==> config.mk <==
export PLATFORM = sky130hd
export DESIGN_NAME = ppcom_pipe_flat
export DESIGN_NICKNAME = d
export VERILOG_FILES = /design/src/rtl/ppcom_pipe_if.sv /design/src/rtl/ppcom_pipe.sv /design/src/flat_wrapper.sv
export SDC_FILE = /design/constraint.sdc
export NUM_CORES = 1
export LEC_CHECK = 0
export BUFFER_PORTS_ARGS = -buffer_cell sky130_fd_sc_hd__buf_2
export CAP_MARGIN = 20
export CORE_UTILIZATION = 39
export DETAILED_ROUTE_END_ITERATION = 12
export GPL_TIMING_DRIVEN = 0
export HOLD_SLACK_MARGIN = 0.12
export PLACE_DENSITY = 0.55
export SLEW_MARGIN = 20
export SYNTH_ARGS = -nofsm -noshare
export SYNTH_HDL_FRONTEND = slang
export SYNTH_SLANG_ARGS = --single-unit
==> constraint.sdc <==
create_clock -name clk -period 9.3 [get_ports clk]
set_input_delay 1.86 -clock clk [delete_from_list [all_inputs] [get_ports clk]]
set_output_delay 1.86 -clock clk [all_outputs]
set_load 0.02 [all_outputs]
==> src/rtl/ppcom_pipe_if.sv <==
// Stream bundle between the PP generator, the partial-product compressor and the output register.
interface ppcom_pipe_if #(
  parameter int N = 12
);
  logic             in_valid;
  logic             in_ready;
  logic [N*N-1:0]   pp;
  logic             ap_en;
  logic             out_valid;
  logic             out_ready;
  logic [2*N-1:0]   res;
  logic             res_err;

  modport master (output in_valid, pp, ap_en, out_ready,
                  input  in_ready, out_valid, res, res_err);
  modport slave  (input  in_valid, pp, ap_en, out_ready,
                  output in_ready, out_valid, res, res_err);
endinterface

==> src/rtl/ppcom_pipe.sv <==
// N x N partial-product compressor with per-beat exact/approximate mode; 3-stage pipeline (3 cycles).
// Backpressure ripples combinationally from out_ready to in_ready; no skid buffer.
module ppcom_pipe #(
  parameter int N       = 12,
  parameter int AP_COLS = 10,
  parameter int SIGNED  = 1
) (
  input  logic        clk,
  input  logic        rst,
  ppcom_pipe_if.slave io
);
  localparam int W = 2 * N;
  localparam int G = (N + 3) / 4;

  function automatic logic [W-1:0] low_mask();
    logic [W-1:0] m;
    m = '0;
    for (int c = 0; c < W; c++) if (c < AP_COLS) m[c] = 1'b1;
    return m;
  endfunction

  localparam logic [W-1:0] AP_MASK = low_mask();
  localparam logic [W-1:0] K_CORR  = (SIGNED != 0) ? ((W'(1) << N) | (W'(1) << (W - 1))) : '0;

  typedef struct packed {
    logic [W-1:0] s;
    logic [W-1:0] c;
  } cs_t;

  function automatic cs_t csa3(input logic [W-1:0] a, input logic [W-1:0] b, input logic [W-1:0] d);
    cs_t r;
    r.s = a ^ b ^ d;
    r.c = ((a & b) | (a & d) | (b & d)) << 1;
    return r;
  endfunction

  function automatic cs_t csa4(input logic [W-1:0] a, input logic [W-1:0] b,
                               input logic [W-1:0] d, input logic [W-1:0] e);
    cs_t t;
    t = csa3(a, b, d);
    return csa3(t.s, t.c, e);
  endfunction

  logic         v0_q, v0_d, v1_q, v1_d, v2_q, v2_d;
  logic         ap0_q, ap0_d, ap1_q, ap1_d;
  logic [W-1:0] or0_q, or0_d, or1_q, or1_d;
  cs_t          grp_x_q [G];
  cs_t          grp_x_d [G];
  cs_t          grp_m_q [G];
  cs_t          grp_m_d [G];
  cs_t          sum_x_q, sum_x_d, sum_m_q, sum_m_d;
  logic [W-1:0] res_q, res_d;
  logic         err_q, err_d;
  logic         en0, en1, en2;
  logic [W-1:0] rows [4*G];
  logic [W-1:0] exact_sum, approx_sum;

  assign en2 = ~v2_q | io.out_ready;
  assign en1 = ~v1_q | en2;
  assign en0 = ~v0_q | en1;

  assign io.in_ready  = en0;
  assign io.out_valid = v2_q;
  assign io.res       = res_q;
  assign io.res_err   = err_q;

  always_comb begin
    // Rows beyond N stay zero so the last 4-row group is padded.
    for (int r = 0; r < 4 * G; r++) begin
      rows[r] = '0;
      if (r < N) rows[r] = W'(io.pp[N*r +: N]) << r;
    end

    v0_d  = en0 ? io.in_valid : v0_q;
    ap0_d = ap0_q;
    or0_d = or0_q;
    for (int g = 0; g < G; g++) begin
      grp_x_d[g] = grp_x_q[g];
      grp_m_d[g] = grp_m_q[g];
    end
    if (io.in_valid && en0) begin
      ap0_d = io.ap_en;
      or0_d = '0;
      for (int r = 0; r < N; r++) or0_d = or0_d | rows[r];
      or0_d = or0_d & AP_MASK;
      for (int g = 0; g < G; g++) begin
        grp_x_d[g] = csa4(rows[4*g], rows[4*g+1], rows[4*g+2], rows[4*g+3]);
        // Masking before compression keeps low-column carries out of the approximate sum.
        grp_m_d[g] = csa4(rows[4*g] & ~AP_MASK, rows[4*g+1] & ~AP_MASK,
                          rows[4*g+2] & ~AP_MASK, rows[4*g+3] & ~AP_MASK);
      end
    end

    v1_d    = en1 ? v0_q : v1_q;
    ap1_d   = ap1_q;
    or1_d   = or1_q;
    sum_x_d = sum_x_q;
    sum_m_d = sum_m_q;
    if (en1 && v0_q) begin
      ap1_d   = ap0_q;
      or1_d   = or0_q;
      sum_x_d = '0;
      sum_m_d = '0;
      for (int g = 0; g < G; g++) begin
        sum_x_d = csa4(sum_x_d.s, sum_x_d.c, grp_x_q[g].s, grp_x_q[g].c);
        sum_m_d = csa4(sum_m_d.s, sum_m_d.c, grp_m_q[g].s, grp_m_q[g].c);
      end
    end

    exact_sum  = sum_x_q.s + sum_x_q.c + K_CORR;
    approx_sum = sum_m_q.s + sum_m_q.c + K_CORR + or1_q;
    v2_d  = en2 ? v1_q : v2_q;
    res_d = res_q;
    err_d = err_q;
    if (en2 && v1_q) begin
      res_d = ap1_q ? approx_sum : exact_sum;
      err_d = ap1_q && (approx_sum != exact_sum);
    end
  end

  always_ff @(posedge clk or posedge rst) begin
    if (rst) begin
      v0_q    <= 1'b0;
      v1_q    <= 1'b0;
      v2_q    <= 1'b0;
      ap0_q   <= 1'b0;
      ap1_q   <= 1'b0;
      or0_q   <= '0;
      or1_q   <= '0;
      for (int g = 0; g < G; g++) begin
        grp_x_q[g] <= '0;
        grp_m_q[g] <= '0;
      end
      sum_x_q <= '0;
      sum_m_q <= '0;
      res_q   <= '0;
      err_q   <= 1'b0;
    end else begin
      v0_q    <= v0_d;
      v1_q    <= v1_d;
      v2_q    <= v2_d;
      ap0_q   <= ap0_d;
      ap1_q   <= ap1_d;
      or0_q   <= or0_d;
      or1_q   <= or1_d;
      for (int g = 0; g < G; g++) begin
        grp_x_q[g] <= grp_x_d[g];
        grp_m_q[g] <= grp_m_d[g];
      end
      sum_x_q <= sum_x_d;
      sum_m_q <= sum_m_d;
      res_q   <= res_d;
      err_q   <= err_d;
    end
  end
endmodule

==> src/flat_wrapper.sv <==
// flat-port wrapper written by rule: the top's interface ports become plain ports
module ppcom_pipe_flat 
#(
  parameter int N       = 12,
  parameter int AP_COLS = 10,
  parameter int SIGNED  = 1
)
  (clk, rst, io_in_valid, io_pp, io_ap_en, io_out_ready, io_in_ready, io_out_valid, io_res, io_res_err);
  ppcom_pipe_if #(.N(N)) io_i ();
  input  logic clk;
  input  logic rst;
  input wire logic [$bits(io_i.in_valid)-1:0] io_in_valid;
  input wire logic [$bits(io_i.pp)-1:0] io_pp;
  input wire logic [$bits(io_i.ap_en)-1:0] io_ap_en;
  input wire logic [$bits(io_i.out_ready)-1:0] io_out_ready;
  output wire logic [$bits(io_i.in_ready)-1:0] io_in_ready;
  output wire logic [$bits(io_i.out_valid)-1:0] io_out_valid;
  output wire logic [$bits(io_i.res)-1:0] io_res;
  output wire logic [$bits(io_i.res_err)-1:0] io_res_err;
  assign io_i.in_valid = io_in_valid;
  assign io_i.pp = io_pp;
  assign io_i.ap_en = io_ap_en;
  assign io_i.out_ready = io_out_ready;
  assign io_in_ready = io_i.in_ready;
  assign io_out_valid = io_i.out_valid;
  assign io_res = io_i.res;
  assign io_res_err = io_i.res_err;
  ppcom_pipe #(.N(N), .AP_COLS(AP_COLS), .SIGNED(SIGNED)) u_core (.clk(clk), .rst(rst), .io(io_i));
endmodule
## Word-level counts from Yosys, hierarchy flattened

Cells that the tools add are included.

- Bits in latches: 0
- RAM bits: 0
- Bits of input ports: 149
- Word-level logic and storage cells: 197
- Memories kept: 0
- Output and inout port bits: 27
- Register bits: 426
- Bits in read-only memories: 0

- Equal/unequal tests: 1
- Multipliers: 0
- Bitwise operators: 161
- Div/mod/pow operators: 0
- Reductions and logical operators: 4
- $lt $le $gt $ge: 0
- Add/sub/neg operators: 5
- Shift operators: 0
- Multiplexer cells: 1

Operator list:

| operator | count |
|---|---|
| 23-bit AND | 36 |
| 23-bit OR | 34 |
| 24-bit bitwise XOR | 24 |
| 23-bit by 15-bit AND with 23-bit output | 4 |
| 23-bit by 19-bit AND with 23-bit output | 4 |
| 10-bit OR | 9 |
| 24-bit adder | 2 |
| 24-bit adder, second input constant | 2 |
| 24-bit by 15-bit bitwise XOR with 24-bit output | 2 |
| 24-bit by 19-bit bitwise XOR with 24-bit output | 2 |
| 24-bit by 23-bit bitwise XOR with 24-bit output | 2 |
| 23-bit by 14-bit OR with 23-bit output | 2 |
| 23-bit by 18-bit OR with 23-bit output | 2 |
| 23-bit by 22-bit OR with 23-bit output | 2 |
| 20-bit by 22-bit AND with 22-bit output | 2 |
| 21-bit by 22-bit AND with 22-bit output | 2 |
| 21-bit by 22-bit bitwise XOR with 22-bit output | 2 |
| 20-bit by 21-bit AND with 21-bit output | 2 |
| 20-bit by 21-bit bitwise XOR with 21-bit output | 2 |
| 16-bit by 18-bit AND with 18-bit output | 2 |
| 17-bit by 18-bit AND with 18-bit output | 2 |
| 17-bit by 18-bit bitwise XOR with 18-bit output | 2 |
| 16-bit by 17-bit AND with 17-bit output | 2 |
| 16-bit by 17-bit bitwise XOR with 17-bit output | 2 |
| other kinds (12) | 25 |

## Logic depth before layout (Yosys ltp)

- Depth after elaboration: 13
- Gate-level depth with buffers: 13
- Mapped depth without buffers: 13

## Worst setup path after synthesis

OpenSTA, ideal clock, no wires.

- Path type: input to output
- Start point: input io_out_ready
- End point: output io_in_ready
- Stages: 2
- Path slack: 5.214 ns
- Arrival: 2.226 ns
- Path buffers: 0
- Required time: 7.440 ns
- Path through: nor2b_1 -> nand3_1

- Cells in the longest elaborated chain, start to end: 3

RTL lines:

| what | line | source |
|---|---|---|
| start, declared | flat_wrapper.sv:15 | `input wire logic [$bits(io_i.out_ready)-1:0] io_out_ready;` |
| 1-bit OR | ppcom_pipe.sv:58 | `assign en2 = ~v2_q \| io.out_ready;` |
| 1-bit OR | ppcom_pipe.sv:59 | `assign en1 = ~v1_q \| en2;` |
| 1-bit OR | ppcom_pipe.sv:60 | `assign en0 = ~v0_q \| en1;` |
| end, declared | flat_wrapper.sv:16 | `output wire logic [$bits(io_i.in_ready)-1:0] io_in_ready;` |

No other way between the ends.

## Worst setup path in the final report

Same ends and word-level chain as after synthesis.

==> impl_metrics.env <==
export IMPL_cts_buffers_inserted=17
export IMPL_fin_worst_skew_ns=0.0178
export IMPL_drive_above_1_share_pct=21.1
export IMPL_timing_max_cap_violations=0
export IMPL_post_synth_cell_area_avg_sq_um=10.8
export IMPL_antenna_found_initial=0
export IMPL_hold_ws_ns=0.475
export IMPL_worst_ir_drop_vdd_mv=0.158
export IMPL_synthArstFlopShare_pct=100
export IMPL_critPathCaptureType="primary output"
export IMPL_postRouteAntennaNets=0
export IMPL_postCtsSetupRepairBufs=0
export IMPL_setup_slack_ns=4.90
export IMPL_worst_endpoint_arrival_ns=2.54
export IMPL_synth_warning_count=0
export IMPL_utilization_pct=46.3
export IMPL_finalSetupViolations=0
export IMPL_yosys_top_cells_count="280 x nand2_1, 184 x dfrtp_1, 118 x fa_1"
export IMPL_startpoint="io_out_ready"
export IMPL_grt_max_degree=101
export IMPL_finalNetCount=1634
export IMPL_floorplan_initialDensity_pct=39.6
export IMPL_drv_slew=0
export IMPL_worst_slew_margin_rel_pct=39.1
export IMPL_power_leakage_nw=6.84
export IMPL_cts_sink_count=184
export IMPL_clk_transition_reported_paths_ns=0.07
export IMPL_holdBufCountCts=0
export IMPL_critical_path_reg2reg_endpoint="u_core.io.res_err"
export IMPL_cts_root_buf="clkbuf_16"
export IMPL_place_area_sq_um=13200
export IMPL_p_per_area_nw_per_um2=310
export IMPL_cts_tree="done"
export IMPL_total_negative_slack_for_setup_checks_ns=0
export IMPL_dr_total_vias=7906
export IMPL_period_minus_slack_ns=4.40
export IMPL_avgViaCountPerCell=4.70
export IMPL_status="complete, no violations"
export IMPL_synth_enable_flop_cells=0
export IMPL_drt_initial_drc_count=338
export IMPL_synth_lib_cells_used_distinct=52
export IMPL_grt_total_usage_pct=18.9
export IMPL_placement_rows=63
export IMPL_endpoint="io_in_ready"
export IMPL_core_region_area_sq_um=29600
export IMPL_die_area_sq_um=30800
export IMPL_min_period_over_period_pct=47.4
export IMPL_reg2reg_slack_ns=6.20
export IMPL_die_h_um=175
export IMPL_design_portCount=176
export IMPL_mappedNetlistNets=1438
export IMPL_worst_path_max_fanout=4
export IMPL_worst_setup_path_type="primary input to primary output"
export IMPL_synthCells=1082
export IMPL_first_pass_grt_wire_length_mm=44.6
export IMPL_max_slew_worst_pin_slew_ns=0.914
export IMPL_worst_r2r_cell_count=11
export IMPL_rsz0062_at_grt="no"
export IMPL_place_port_buffers=175
export IMPL_holdCritStartpoint="u_core.io.res[5]"
export IMPL_clk_insertion_delay_late_ns=0.43
export IMPL_syn_to_final_growth_pct=17.0
export IMPL_fmax_mhz=227
export IMPL_synth_yosys_seq_area_share_pct=39.3
export IMPL_clockBufferDepth=2
export IMPL_synth_top_area_cell="dfrtp_1"
export IMPL_final_design_area_no_fill_sq_um=13700
export IMPL_remaining_drc_errors=0
export IMPL_synthTopCellsByArea="dfrtp_1 39%, fa_1 20%, ha_1 9.5%"
export IMPL_htree_num_levels=4
export IMPL_routability_congestion=0.794
export IMPL_critPathRequiredTime_ns=7.44
export IMPL_ctsResizeCount=0
export IMPL_post_synth_top_count_cell="nand2_1"
export IMPL_timing_hold_violations_final=0
export IMPL_dp_hpwl_mm=21.8
export IMPL_post_drt_wl_per_cell_um=16.2
export IMPL_seq_cells_post_synth=184
export IMPL_predominant_post_synthesis_flop_cell="dfrtp_1"
export IMPL_grt_ovfl_total=0
export IMPL_insertedDiodeCount=0
export IMPL_routed_wl_mm=27.3
export IMPL_hold_class="flop to flop"
export IMPL_synth_top_cell_area_share_pct=39.3
export IMPL_grt_pass1_vias=8267
export IMPL_rr_startpoint="u_core.sum_x_q[33]"
export IMPL_preCtsSetupSlack_ns=4.92
export IMPL_dr_pass1_iters=4
export IMPL_mappedNetlistArea_sq_um=11700
export IMPL_critical_path_startpoint_type="primary input"
export IMPL_die_width_um=175
## worst min-delay path by stage
| stage | endpoint | slack [ns] | cells past startpoint |
|---|---|---|---|
| after CTS | u_core.io.res[5] | 0.48 | 2 |
| after global placement | u_core.io.res[18] | 0.46 | 2 |
| after floorplan | u_core.ap0_q | 0.44 | 2 |
| after global routing | u_core.io.res[15] | 0.50 | 2 |
| final | u_core.io.res[5] | 0.48 | 2 |
| after detailed placement | u_core.io.res[5] | 0.47 | 2 |
## cell families after synthesis
| kind of cell | after synthesis | share of synthesized area (%) |
|---|---|---|
| and+or+nand+nor | 337 | 11.6 |
| adders and majority gates | 208 | 29.7 |
| DFF | 184 | 39.3 |
| buffers and inverters | 142 | 4.76 |
| AOI/OAI and AO/OA | 116 | 5.87 |
| muxes | 59 | 5.56 |
| xor gates and xnor gates | 36 | 3.23 |
## critical path: stages
cell,delay [ns]
buf_2,0.10
nor2b_1,0.16
nand3_1,0.20
buf_2,0.22
## flip-flops by register name, indices dropped and copies added (netlist names)
name and count:
u_core.sum_m_q 17, u_core.v1_q 1, u_core.io.out_valid 1, u_core.grp_x_q 60
u_core.or0_q 10, u_core.sum_x_q 32, u_core.ap1_q 1, u_core.io.res_err 1
u_core.grp_m_q 25, u_core.io.res 24, u_core.ap0_q 1, u_core.v0_q 1
u_core.or1_q 10
## power by group
part,switching (mW),total (mW),internal [mW]
combinational,1.25,2.35,1.10
clock,0.339,0.715,0.377
sequential,0.148,1.19,1.04
total,1.73,4.25,2.52
## layer usage
metal / vias to the layer above / part of all wire, % / global-route usage (%)
li1: 3876 / - / -
met3: 12 / 4.2 / 2.55
met1: 3861 / 49 / 27.5
met2: 157 / 46 / 30.6
met5: - / 0 / 0
met4: 0 / 0.65 / 3.26
## cell usage in the layout (no fill, tap or decap), types with 3 or more instances in the layout
cell	count
inv_6	3
buf_1	6
a31oi_1	6
xnor3_1	3
xnor2_1	17
o21a_1	3
inv_8	3
o21ai_1	4
mux2_2	49
nand4_1	4
mux2i_1	10
inv_1	102
nor3_1	5
nand2_1	280
dfrtp_1	184
nor4_1	5
fa_1	118
o21ai_0	59
clkbuf_1	28
clkbuf_16	17
a21o_1	8
o211ai_1	3
a21oi_1	16
nand3_1	3
nor4b_1	4
nor2_1	22
clkinv_4	4
xor2_1	14
ha_1	89
nand2b_1	7
buf_2	178
## cell type report
| type | count | area [sq um] |
|---|---|---|
| fillers | 2863 | 15900 |
| multi-input cells | 756 | 6560 |
| flip-flops and latches | 184 | 4600 |
| repair buffers | 177 | 931 |
| well taps | 390 | 488 |
| clock buffers | 18 | 429 |
| inverters | 103 | 394 |
| plain buffers | 39 | 171 |
| clock inverters | 14 | 139 |
## stage by stage
stage          std cells  power (mW)
5_1_grt             1681        4.68
6_report            1681        4.25
3_5_place_dp        1649        3.56
3_3_place_gp        1647        3.54
4_1_cts             1681        4.31
2_1_floorplan       1082        2.87
Note: power is estimated with default switching activity, not from simulation.
